<file path="config.mk">
export PLATFORM = sky130hd
export DESIGN_NAME = elvm_core_flat
export DESIGN_NICKNAME = d
export VERILOG_FILES = /design/src/rtl/elvm_pkg.sv /design/src/rtl/elvm_if.sv /design/src/rtl/elvm_dmem.sv /design/src/rtl/elvm_core.sv /design/src/flat_wrapper.sv
export SDC_FILE = /design/constraint.sdc
export NUM_CORES = 2
export LEC_CHECK = 0
export ABC_AREA = 0
export BUFFER_PORTS_ARGS = -buffer_cell sky130_fd_sc_hd__clkbuf_2
export CAP_MARGIN = 10
export CORE_MARGIN = 4
export CORE_UTILIZATION = 30
export DETAILED_ROUTE_END_ITERATION = 16
export PLACE_DENSITY = 0.46
export SETUP_SLACK_MARGIN = 0.02
export SLEW_MARGIN = 15
export SYNTH_ARGS = -nofsm -noshare
export SYNTH_HDL_FRONTEND = slang
export SYNTH_SLANG_ARGS = --single-unit
</file>
<file path="constraint.sdc">
create_clock -name clk -period 5.55 [get_ports clk]
set_input_delay 1.11 -clock clk [delete_from_list [all_inputs] [get_ports clk]]
set_output_delay 1.11 -clock clk [all_outputs]
set_load 0.005 [all_outputs]
</file>
<file path="src/rtl/elvm_pkg.sv">
// Shared constants for the multi-cycle ELVM core: opcodes, instruction
// field layout, register indices and the FSM state encoding.
package elvm_pkg;

  // Instruction layout, MSB first: op, is_imm, rd, rs, imm[WORD_W-1:0].
  // Offsets below are counted from bit WORD_W (the first bit above imm).
  localparam int OP_W         = 5;
  localparam int REG_IDX_W    = 3;
  localparam int RS_OFS       = 0;
  localparam int RD_OFS       = 3;
  localparam int IMM_FLAG_OFS = 6;
  localparam int OP_OFS       = 7;
  localparam int HDR_W        = 12;

  localparam logic [OP_W-1:0] OP_MOV   = 5'd0;
  localparam logic [OP_W-1:0] OP_ADD   = 5'd1;
  localparam logic [OP_W-1:0] OP_SUB   = 5'd2;
  localparam logic [OP_W-1:0] OP_LOAD  = 5'd3;
  localparam logic [OP_W-1:0] OP_STORE = 5'd4;
  localparam logic [OP_W-1:0] OP_PUTC  = 5'd5;
  localparam logic [OP_W-1:0] OP_GETC  = 5'd6;
  localparam logic [OP_W-1:0] OP_EXIT  = 5'd7;
  localparam logic [OP_W-1:0] OP_EQ    = 5'd8;
  localparam logic [OP_W-1:0] OP_NE    = 5'd9;
  localparam logic [OP_W-1:0] OP_LT    = 5'd10;
  localparam logic [OP_W-1:0] OP_GT    = 5'd11;
  localparam logic [OP_W-1:0] OP_LE    = 5'd12;
  localparam logic [OP_W-1:0] OP_GE    = 5'd13;
  localparam logic [OP_W-1:0] OP_JEQ   = 5'd14;
  localparam logic [OP_W-1:0] OP_JNE   = 5'd15;
  localparam logic [OP_W-1:0] OP_JLT   = 5'd16;
  localparam logic [OP_W-1:0] OP_JGT   = 5'd17;
  localparam logic [OP_W-1:0] OP_JLE   = 5'd18;
  localparam logic [OP_W-1:0] OP_JGE   = 5'd19;
  localparam logic [OP_W-1:0] OP_JMP   = 5'd20;

  localparam logic [REG_IDX_W-1:0] REG_A  = 3'd0;
  localparam logic [REG_IDX_W-1:0] REG_B  = 3'd1;
  localparam logic [REG_IDX_W-1:0] REG_C  = 3'd2;
  localparam logic [REG_IDX_W-1:0] REG_D  = 3'd3;
  localparam logic [REG_IDX_W-1:0] REG_SP = 3'd4;
  localparam logic [REG_IDX_W-1:0] REG_BP = 3'd5;
  localparam int                   NUM_REGS = 6;

  typedef enum logic [2:0] {
    ST_CLEAR  = 3'd0,
    ST_FETCH  = 3'd1,
    ST_EXEC   = 3'd2,
    ST_PUTC_W = 3'd3,
    ST_GETC_W = 3'd4,
    ST_HALT   = 3'd5
  } state_t;

  // Indices 6 and 7 do not name a register.
  function automatic logic reg_ok(input logic [REG_IDX_W-1:0] idx);
    return idx <= REG_BP;
  endfunction

endpackage

</file>
<file path="src/rtl/elvm_if.sv">
// Bus between the core and its environment: program ROM, byte I/O, status.
//
// Handshakes: a transfer happens on a rising clk edge where both valid and
// ready are high. putc: the core is the source (putc_valid), it holds
// putc_data stable and keeps putc_valid high until that edge. getc: the core
// is the sink (getc_ready); getc_data/getc_eof are sampled only on the
// transfer edge and getc_ready drops in the following cycle.
interface elvm_if #(
  parameter int WORD_W = 24,
  parameter int PC_W   = 8
);
  logic [PC_W-1:0]      imem_addr;
  logic [12+WORD_W-1:0] imem_data;
  logic                 putc_valid;
  logic [7:0]           putc_data;
  logic                 putc_ready;
  logic                 getc_ready;
  logic                 getc_valid;
  logic [7:0]           getc_data;
  logic                 getc_eof;
  logic                 halted;
  logic                 error;
  logic                 busy;

  modport master (
    output imem_addr, putc_valid, putc_data, getc_ready, halted, error, busy,
    input  imem_data, putc_ready, getc_valid, getc_data, getc_eof
  );

  modport slave (
    input  imem_addr, putc_valid, putc_data, getc_ready, halted, error, busy,
    output imem_data, putc_ready, getc_valid, getc_data, getc_eof
  );
endinterface

</file>
<file path="src/rtl/elvm_dmem.sv">
// Data memory: one synchronous write port, one asynchronous read port.
// No reset on the array so it maps to distributed RAM; the core clears it.
module elvm_dmem #(
  parameter int DMEM_AW = 5,
  parameter int WORD_W  = 24
) (
  input  logic               clk,
  input  logic               we_i,
  input  logic [DMEM_AW-1:0] waddr_i,
  input  logic [WORD_W-1:0]  wdata_i,
  input  logic [DMEM_AW-1:0] raddr_i,
  output logic [WORD_W-1:0]  rdata_o
);
  logic [WORD_W-1:0] mem_q [2**DMEM_AW];

  // Write port
  always_ff @(posedge clk) begin
    if (we_i) mem_q[waddr_i] <= wdata_i;
  end

  assign rdata_o = mem_q[raddr_i];
endmodule

</file>
<file path="src/rtl/elvm_core.sv">
// Multi-cycle ELVM CPU: FETCH/EXEC per instruction, stalls on putc/getc
// handshakes, clears data memory after every reset.
module elvm_core
  import elvm_pkg::*;
#(
  parameter int WORD_W  = 24,
  parameter int PC_W    = 8,
  parameter int DMEM_AW = 5
) (
  input  logic   clk,
  input  logic   rst_n,
  elvm_if.master bus,
  output state_t dbg_state_o
);
  state_t                 st_q;
  logic [PC_W-1:0]        pc_q;
  logic [WORD_W-1:0]      regs_q [NUM_REGS];
  logic [DMEM_AW-1:0]     cnt_q;
  logic [REG_IDX_W-1:0]   rd_sel_q;
  logic                   putc_valid_q;
  logic [7:0]             putc_data_q;
  logic                   getc_ready_q;
  logic                   halted_q;
  logic                   error_q;
  logic                   busy_q;

  logic [OP_W-1:0]        op;
  logic                   is_imm;
  logic [REG_IDX_W-1:0]   rd;
  logic [REG_IDX_W-1:0]   rs;
  logic [WORD_W-1:0]      imm;
  logic [WORD_W-1:0]      rd_val;
  logic [WORD_W-1:0]      rs_val;
  logic [WORD_W-1:0]      src;
  logic                   uses_src;
  logic                   uses_rd;
  logic                   bad;
  logic                   cmp_true;
  logic                   wr_en;
  logic [WORD_W-1:0]      wr_val;
  logic [PC_W-1:0]        pc_inc;
  logic [PC_W-1:0]        next_pc;
  logic                   dm_we;
  logic [DMEM_AW-1:0]     dm_waddr;
  logic [WORD_W-1:0]      dm_wdata;
  logic [WORD_W-1:0]      dm_rdata;

  assign op     = bus.imem_data[WORD_W+OP_OFS +: OP_W];
  assign is_imm = bus.imem_data[WORD_W+IMM_FLAG_OFS];
  assign rd     = bus.imem_data[WORD_W+RD_OFS +: REG_IDX_W];
  assign rs     = bus.imem_data[WORD_W+RS_OFS +: REG_IDX_W];
  assign imm    = bus.imem_data[WORD_W-1:0];
  assign pc_inc = pc_q + PC_W'(1);

  // Register file read ports; unused indices read as zero
  always_comb begin
    rd_val = '0;
    rs_val = '0;
    for (int i = 0; i < NUM_REGS; i++) begin
      if (rd == REG_IDX_W'(i)) rd_val = regs_q[i];
      if (rs == REG_IDX_W'(i)) rs_val = regs_q[i];
    end
  end

  assign src = is_imm ? imm : rs_val;

  // Decode legality: only fields the opcode actually reads are checked
  always_comb begin
    uses_src = (op <= OP_STORE) || (op >= OP_EQ && op <= OP_JGE);
    uses_rd  = uses_src || (op == OP_PUTC) || (op == OP_GETC);
    bad      = (op > OP_JMP) ||
               (uses_rd && !reg_ok(rd)) ||
               (uses_src && !is_imm && !reg_ok(rs));
  end

  // Unsigned relation shared by set-on-compare and conditional jumps
  always_comb begin
    cmp_true = 1'b0;
    case (op)
      OP_EQ, OP_JEQ: cmp_true = (rd_val == src);
      OP_NE, OP_JNE: cmp_true = (rd_val != src);
      OP_LT, OP_JLT: cmp_true = (rd_val <  src);
      OP_GT, OP_JGT: cmp_true = (rd_val >  src);
      OP_LE, OP_JLE: cmp_true = (rd_val <= src);
      OP_GE, OP_JGE: cmp_true = (rd_val >= src);
      default:       cmp_true = 1'b0;
    endcase
  end

  // Result and next pc for instructions that complete in EXEC
  always_comb begin
    wr_en   = 1'b0;
    wr_val  = src;
    next_pc = pc_inc;
    case (op)
      OP_MOV:  wr_en = 1'b1;
      OP_ADD:  begin wr_en = 1'b1; wr_val = rd_val + src; end
      OP_SUB:  begin wr_en = 1'b1; wr_val = rd_val - src; end
      OP_LOAD: begin wr_en = 1'b1; wr_val = dm_rdata; end
      OP_EQ, OP_NE, OP_LT, OP_GT, OP_LE, OP_GE: begin
        wr_en  = 1'b1;
        wr_val = {{(WORD_W-1){1'b0}}, cmp_true};
      end
      OP_JEQ, OP_JNE, OP_JLT, OP_JGT, OP_JLE, OP_JGE: begin
        if (cmp_true) next_pc = imm[PC_W-1:0];
      end
      OP_JMP:  next_pc = imm[PC_W-1:0];
      default: ;
    endcase
  end

  // Data memory port steering: CLEAR sweep or store (address from src)
  always_comb begin
    dm_we    = (st_q == ST_CLEAR) ||
               (st_q == ST_EXEC && op == OP_STORE && !bad);
    dm_waddr = (st_q == ST_CLEAR) ? cnt_q : src[DMEM_AW-1:0];
    dm_wdata = (st_q == ST_CLEAR) ? '0 : rd_val;
  end

  elvm_dmem #(.DMEM_AW(DMEM_AW), .WORD_W(WORD_W)) u_dmem (
    .clk     (clk),
    .we_i    (dm_we),
    .waddr_i (dm_waddr),
    .wdata_i (dm_wdata),
    .raddr_i (src[DMEM_AW-1:0]),
    .rdata_o (dm_rdata)
  );

  // Main FSM with architectural state and registered outputs
  always_ff @(posedge clk or negedge rst_n) begin
    if (!rst_n) begin
      st_q         <= ST_CLEAR;
      pc_q         <= '0;
      cnt_q        <= '0;
      rd_sel_q     <= '0;
      putc_valid_q <= 1'b0;
      putc_data_q  <= '0;
      getc_ready_q <= 1'b0;
      halted_q     <= 1'b0;
      error_q      <= 1'b0;
      busy_q       <= 1'b1;
      for (int i = 0; i < NUM_REGS; i++) regs_q[i] <= '0;
    end else begin
      case (st_q)
        ST_CLEAR: begin
          cnt_q <= cnt_q + DMEM_AW'(1);
          if (cnt_q == {DMEM_AW{1'b1}}) begin
            st_q   <= ST_FETCH;
            busy_q <= 1'b0;
          end
        end
        ST_FETCH: st_q <= ST_EXEC;
        ST_EXEC: begin
          if (bad) begin
            error_q  <= 1'b1;
            halted_q <= 1'b1;
            st_q     <= ST_HALT;
          end else if (op == OP_EXIT) begin
            halted_q <= 1'b1;
            st_q     <= ST_HALT;
          end else if (op == OP_PUTC) begin
            putc_valid_q <= 1'b1;
            putc_data_q  <= rd_val[7:0];
            st_q         <= ST_PUTC_W;
          end else if (op == OP_GETC) begin
            getc_ready_q <= 1'b1;
            rd_sel_q     <= rd;
            st_q         <= ST_GETC_W;
          end else begin
            for (int i = 0; i < NUM_REGS; i++) begin
              if (wr_en && rd == REG_IDX_W'(i)) regs_q[i] <= wr_val;
            end
            pc_q <= next_pc;
            st_q <= ST_FETCH;
          end
        end
        ST_PUTC_W: begin
          if (bus.putc_ready) begin
            putc_valid_q <= 1'b0;
            pc_q         <= pc_inc;
            st_q         <= ST_FETCH;
          end
        end
        ST_GETC_W: begin
          if (bus.getc_valid) begin
            for (int i = 0; i < NUM_REGS; i++) begin
              if (rd_sel_q == REG_IDX_W'(i))
                regs_q[i] <= bus.getc_eof ? '0 : WORD_W'(bus.getc_data);
            end
            getc_ready_q <= 1'b0;
            pc_q         <= pc_inc;
            st_q         <= ST_FETCH;
          end
        end
        ST_HALT: ;
        default: st_q <= ST_HALT;
      endcase
    end
  end

  assign bus.imem_addr  = pc_q;
  assign bus.putc_valid = putc_valid_q;
  assign bus.putc_data  = putc_data_q;
  assign bus.getc_ready = getc_ready_q;
  assign bus.halted     = halted_q;
  assign bus.error      = error_q;
  assign bus.busy       = busy_q;
  assign dbg_state_o    = st_q;
endmodule

</file>
<file path="src/flat_wrapper.sv">
// flat-port wrapper written by rule: the top's interface ports become plain ports
module elvm_core_flat import elvm_pkg::*;
#(
  parameter int WORD_W  = 24,
  parameter int PC_W    = 8,
  parameter int DMEM_AW = 5
)
  (clk, rst_n, dbg_state_o, bus_imem_addr, bus_putc_valid, bus_putc_data, bus_getc_ready, bus_halted, bus_error, bus_busy, bus_imem_data, bus_putc_ready, bus_getc_valid, bus_getc_data, bus_getc_eof);
  elvm_if #(.WORD_W(WORD_W), .PC_W(PC_W)) bus_i ();
  input  logic clk;
  input  logic rst_n;
  output state_t dbg_state_o;
  output wire logic [$bits(bus_i.imem_addr)-1:0] bus_imem_addr;
  output wire logic [$bits(bus_i.putc_valid)-1:0] bus_putc_valid;
  output wire logic [$bits(bus_i.putc_data)-1:0] bus_putc_data;
  output wire logic [$bits(bus_i.getc_ready)-1:0] bus_getc_ready;
  output wire logic [$bits(bus_i.halted)-1:0] bus_halted;
  output wire logic [$bits(bus_i.error)-1:0] bus_error;
  output wire logic [$bits(bus_i.busy)-1:0] bus_busy;
  input wire logic [$bits(bus_i.imem_data)-1:0] bus_imem_data;
  input wire logic [$bits(bus_i.putc_ready)-1:0] bus_putc_ready;
  input wire logic [$bits(bus_i.getc_valid)-1:0] bus_getc_valid;
  input wire logic [$bits(bus_i.getc_data)-1:0] bus_getc_data;
  input wire logic [$bits(bus_i.getc_eof)-1:0] bus_getc_eof;
  assign bus_imem_addr = bus_i.imem_addr;
  assign bus_putc_valid = bus_i.putc_valid;
  assign bus_putc_data = bus_i.putc_data;
  assign bus_getc_ready = bus_i.getc_ready;
  assign bus_halted = bus_i.halted;
  assign bus_error = bus_i.error;
  assign bus_busy = bus_i.busy;
  assign bus_i.imem_data = bus_imem_data;
  assign bus_i.putc_ready = bus_putc_ready;
  assign bus_i.getc_valid = bus_getc_valid;
  assign bus_i.getc_data = bus_getc_data;
  assign bus_i.getc_eof = bus_getc_eof;
  elvm_core #(.WORD_W(WORD_W), .PC_W(PC_W), .DMEM_AW(DMEM_AW)) u_core (.clk(clk), .rst_n(rst_n), .bus(bus_i), .dbg_state_o(dbg_state_o));
endmodule
</file>
After elaboration in Yosys (flattened, before gate mapping) --
Memory sizes are Yosys's and may differ from the RTL's. Index checks and enable logic that the tools add are counted.
Word-level totals: flip-flop bits (word level) 176, memory bits (writable) 768, memories 1
Memory list:
- u_core.u_dmem.mem_q | depth 32, width 24, rd ports 1, clocked after memory_dff 0, wr ports 1, RTL line elvm_dmem.sv:14 | logic [WORD_W-1:0] mem_q [2**DMEM_AW];
Operators by class: $add $sub $neg 4, $lt $le $gt $ge 10, equality and inequality tests 64, mux-type cells 69, bitwise operators 4, reduce and logical (&&, ||, !) cells 55
Operators with widths (count):
- $mux 144 | 5
- $mux 24 | 26
- $pmux 144 s2 | 1
- $pmux 24 s4 | 1
- $mux 8 | 8
- $reduce_and 8->1 | 6
- $eq 5x4->1 const B | 8
- $eq 5x5->1 const B | 6
- $ne 2x2->1 const B | 13
- $add 24x24->24 | 1
- $eq 24x24->1 | 1
- $eq 3x2->1 const B | 8
- $eq 3x3->1 const B | 8
- $ge 24x24->1 | 1
- $gt 24x24->1 | 1
- $le 24x24->1 | 1
- $lt 24x24->1 | 1
- $ne 24x24->1 | 1
- $pmux 8 s3 | 1
- $sub 24x24->24 | 1
- $mux 3 | 7
- $eq 5x3->1 const B | 4
- $pmux 3 s6 | 1
- $ne 2x1->1 const B | 8
- other kinds (31) | 87

Logic depth before layout (Yosys ltp) --
word-level depth 17, mapped depth 24

Modules after synthesis --
Synthesis repeated with hierarchy kept, for this count alone.
Second synthesis, totals: cells, all modules 3210, area total of the unflattened synthesis 43654.4 um2
By module, submodules not included:
- elvm_dmem | instances 1, cells each 1687, area an instance 30000.0 um2, sequential area each 23062.1 um2
- elvm_core | instances 1, cells each 1523, area an instance 13654.3 um2, sequential area each 4405.5 um2

Least setup slack after synthesis --
Ideal clock, no wire load.
path kind input to register, from input bus_imem_data[25], to register u_core.regs_q[20] (netlist bit), setup time 0.125 ns, data arrival time 5.570 ns, data required time 5.425 ns, path slack -0.145 ns, cell stages on the path 23, path buffers 6, cell sequence buf_2 > nand2b_1 > o22a_1 > a21o_1 > buf_4 > inv_4 > buf_4 > buf_2 > buf_2 > buf_2 > ha_1 > inv_1 > fa_1 > nand2b_1 > a21oi_1 > o21ai_1 > o31ai_1 > a311o_1 > a31oi_1 > xnor2_1 > a2111oi_2 > a21oi_2 > mux2_2
On the way: word-level cells in the longest chain between the ends 16, elaborated cells between the ends (all ways) 29, those cells by class 2 x add/sub; 1 x order compare; 6 x eq/ne; 14 x mux; 5 x reduce/logical; 1 x memory
RTL lines:
- from (decl) | RTL line flat_wrapper.sv:20 | input wire logic [$bits(bus_i.imem_data)-1:0] bus_imem_data;
- $logic_not 3->1 | RTL line elvm_core.sv:61 | if (rs == REG_IDX_W'(i)) rs_val = regs_q[i];
- $mux 24 (6 in a row) | RTL line elvm_core.sv:61
- $mux 24 | RTL line elvm_core.sv:65 | assign src = is_imm ? imm : rs_val;
- $sub 24x24->24 (tied with other cells) | RTL line elvm_core.sv:98 | OP_SUB: begin wr_en = 1'b1; wr_val = rd_val - src; end
- $pmux 24 s4 | RTL line elvm_core.sv:95 | case (op)
- $mux 24 | RTL line elvm_core.sv:171 | if (wr_en && rd == REG_IDX_W'(i)) regs_q[i] <= wr_val;
- $mux 144 | RTL line elvm_core.sv:165 | end else if (op == OP_GETC) begin
- $mux 144 | RTL line elvm_core.sv:161 | end else if (op == OP_PUTC) begin
- $mux 144 | RTL line elvm_core.sv:158 | end else if (op == OP_EXIT) begin
- $mux 144 | RTL line elvm_core.sv:154 | if (bad) begin
- $pmux 144 s2 | RTL line elvm_core.sv:144 | case (st_q)
- to (signal, indexed assignment) | RTL line elvm_core.sv:171
- to (signal, indexed assignment) | RTL line elvm_core.sv:188 | regs_q[i] <= bus.getc_eof ? '0 : WORD_W'(bus.getc_data);
- to (decl) | RTL line elvm_core.sv:17 | logic [WORD_W-1:0] regs_q [NUM_REGS];
Parallel ways exist; a longest one is shown, timed or not. The select of a mux whose other input is x is not followed. A chain may end at the register's enable or synchronous reset.

Worst setup path in the final report --
from input bus_imem_data[26], to register u_core.regs_q[112] (netlist bit)
Same word-level chain as after synthesis.

==> out/qor.csv <==
metric;value;unit
ys_ff_latch;944;
power.total;23600;µW
grt_max_degree;118;
clock-sinks;944;
die_x;390;µm
syn-instance-count;3670;
area_delta_synth_final;17.8;%
cpPeakStageDelay;0.43;ns
place.gp.congestion;0.882;
synth.most_common_cell;edfxtp_1;
first_global_vias;29914;
yosysTopAreaCell;edfxtp_1;
die-area;152000;µm²
worst-setup-path-type;primary input to flop;
wire_per_inst;25.9;µm
h-tree-depth;3;
cp_slowest_cell;fa_1;
fin_crit_sh;0.880;
n_fill_cell;14097;
max_freq;205;MHz
drv_cap;0;
finalWirelength;151;mm
drt-vias-per-instance;5.34;
yosysUniqueCellTypes;93;
row_count;139;
p_comb_frac;0.304;
cts-root-buf;clkbuf_16;
cts_buffers;107;
p_leak;0.0189;µW
start_util;0.303;
syn_area_per_cell;11.9;µm²
portBuffers;72;
ant_nets;0;
cts_max_path_buffers;3;
drv_slew;0;
netlist_area;43700;µm²
cts_hold_buf;0;
grt_pass1_wl;220;mm
crit_arrival;5.47;ns
cts_resized;0;
status;complete, no violations;
r2r_start;u_core.regs_q[48]$_DFFE_PN0P_;
synthArstFlopShare;0.186;
required;6.14;ns
first_pass_iters;5;
path_delay_family;compound AO/OA/AOI/OAI gates;
clock_skew;0.0414;ns
setup_violations;0;
antenna_found_initial;3;
crit_top_cell;nand2b_1;
finalHoldViolCount;0;
die_h;390;µm
synth_area_leaders;edfxtp_1, dfrtp_1, nand2_1;
critical_path_buf_inv_count;4;
rr_worst_depth;18;
drive_above_1_share;0.177;
syn-num-nets;3771;
worstMarginPinSlew;1.24;ns
p_clk_frac;0.291;
ff2ff_setup_slack;0.99;ns
drt_iter0_drc;3155;
grt_overflow_total;0;
yosysSeqAreaShare;0.628;
min_path_type;primary input to async pin;
grtUsageTotal;0.195;
via_count;31267;
yosysWarnings;0;
synth_top_area_share;0.528;
p_seq_frac;0.405;
cp_cell_sequence;clkbuf_2 > nand2b_1 > o22a_1 > a21o_4 > inv_12 > ha_1 > inv_1 > fa_1 > nand2b_1 > a21oi_1 > o21ai_1 > o31ai_2 > a311o_1 > a31oi_1 > xnor2_1 > a221oi_1 > buf_4 > a211oi_2 > mux2_2;
crit_path_end_kind;flop;
p_per_area;459;nW/µm²
r2r_end;u_core.regs_q[112]$_DFFE_PN0P_;
switchingPower;8240;µW
p_int;15400;µW
crit_path_start_kind;primary input;
synthTopCellsByCount;edfxtp_1, nand2_1, nand3_1;
rsz0062_at_grt;no;
relSlewSlack;0.171;
synth-main-ff-cell;edfxtp_1;
swShare;0.349;
ir_worst_vdd;259;µV
io_pins;73;
remaining_drc_errors;0;
layout.nets;3958;
cts.clk_slew.worst_paths;0.07;ns
clock_latency;0.72;ns
utilization;0.357;
cp_max_fo;12;
fin_crit;4.88;ns
dpl.hpwl;93.9;mm
cts_tree;done;
synth-edff-count;768;
postCtsSetupBuffers;0;
fp.coreArea;144000;µm²
[cells by family (layout without fill, tap and decap cells)]
group / count (synthesis) / count (layout) / share of synthesized area
muxes: 282 / 282 / 0.0726
and+or+nand+nor: 1385 / 1385 / 0.138
AOI/OAI and AO/OA: 678 / 678 / 0.109
DFF: 944 / 944 / 0.628
other: 0 / 1 / 0
adders and majority gates: 53 / 53 / 0.0155
buffers and inverters: 318 / 600 / 0.0346
xor gates and xnor gates: 10 / 10 / 0.00200
[worst max path at each step]
stage	start	endpoint	slack, ns	depth (start not counted)
floorplan	bus_imem_data[25]	u_core.regs_q[20]$_DFFE_PN0P_	0.03	23
global placement	bus_imem_data[24]	u_core.bus.imem_addr[0]$_DFFE_PN0P_	-0.04	20
detailed placement	bus_imem_data[24]	u_core.bus.imem_addr[0]$_DFFE_PN0P_	-0.08	20
CTS	bus_imem_data[24]	u_core.bus.imem_addr[0]$_DFFE_PN0P_	0.66	20
global route	bus_imem_data[24]	u_core.bus.imem_addr[4]$_DFFE_PN0P_	0.49	20
finish	bus_imem_data[26]	u_core.regs_q[112]$_DFFE_PN0P_	0.67	19
[layout make-up]
cell class	count	area [µm²]	share of cell area
clock inverters	63	524	0.0102
repair buffers	328	2890	0.0561
well taps	1903	2380	0.0462
diodes	1	2.50	0.0000486
flip-flops and latches	944	27500	0.534
clock buffers	141	2860	0.0555
multi-input cells	2408	15100	0.293
inverters	68	273	0.00530
[layout by cell type (no fill, tap or decap), drive strengths merged, types with 8 or more instances in the layout]
cell type,netlist,routed
a32oi,34,34
mux4,16,16
mux2,118,118
nand2b,22,22
nand2,744,744
buf,140,258
a21oi,169,169
a32o,9,9
a221o,9,9
a22oi,19,19
nand4,16,16
ha,50,50
nor4,14,14
a21o,12,12
and3,48,48
clkbuf,110,211
o21ai,110,110
a31oi,57,57
dfrtp,175,175
o22ai,8,8
inv,66,73
o211ai,17,17
nor3,29,29
a311oi,59,59
mux2i,148,148
nor2b,12,12
and2,32,32
a221oi,35,35
o221ai,35,35
o2bb2ai,12,12
clkinv,2,52
edfxtp,768,768
nor2,192,192
nand3,242,242
a211oi,19,19
[layer usage]
layer | GRT usage | routed length, µm
met2 | 0.314 | 70200
met1 | 0.276 | 68200
met4 | 0.0515 | 3640
met3 | 0.0286 | 9410
met5 | 0 | 0
[through the flow]
stage	hold WS [ns]	setup TNS, ns	instance area [µm²]	std cells	worst slack (ns)
floorplan	0.465	0	43700	3670	0.0330
global placement	0.463	-0.134	48000	5649	-0.0357
detailed placement	0.485	-0.421	48100	5651	-0.0803
CTS	0.386	0	51500	5855	0.656
global route	0.428	0	51500	5855	0.488
finish	0.389	0	51500	5856	0.668
[power by group through the flow]
stage,sequential (µW),clock [µW],combinational (µW)
floorplan,9450,0,4350
global placement,9710,0,7110
detailed placement,9700,0,7140
CTS,9570,7010,7160
global route,9640,7310,7780
finish,9570,6860,7190
[worst reg2reg max path: stages (launching register included)]
cell and delay, ns:
dfrtp_1 0.38, mux2i_1 0.11, o22a_1 0.29, a21o_4 0.27, inv_12 0.11, ha_1 0.21, inv_1 0.07, fa_1 0.43
nand2b_1 0.18, a21oi_1 0.26, o21ai_1 0.19, o31ai_2 0.31, a311o_1 0.38, a31oi_1 0.15, xnor2_1 0.14, a221oi_1 0.39
buf_4 0.18, a211oi_2 0.10, mux2_2 0.30
[registers in the layout, indices dropped and copies added, names as in the netlist]
signal                 count
u_core.u_dmem.mem_q      768
u_core.bus.halted          1
u_core.bus.imem_addr       8
u_core.bus.putc_valid      1
u_core.regs_q            144
u_core.bus.putc_data       8
u_core.rd_sel_q            3
u_core.dbg_state_o         3
u_core.bus.error           1
u_core.bus.busy            1
u_core.cnt_q               5
u_core.bus.getc_ready      1
Power figures use the tool's default switching activity.
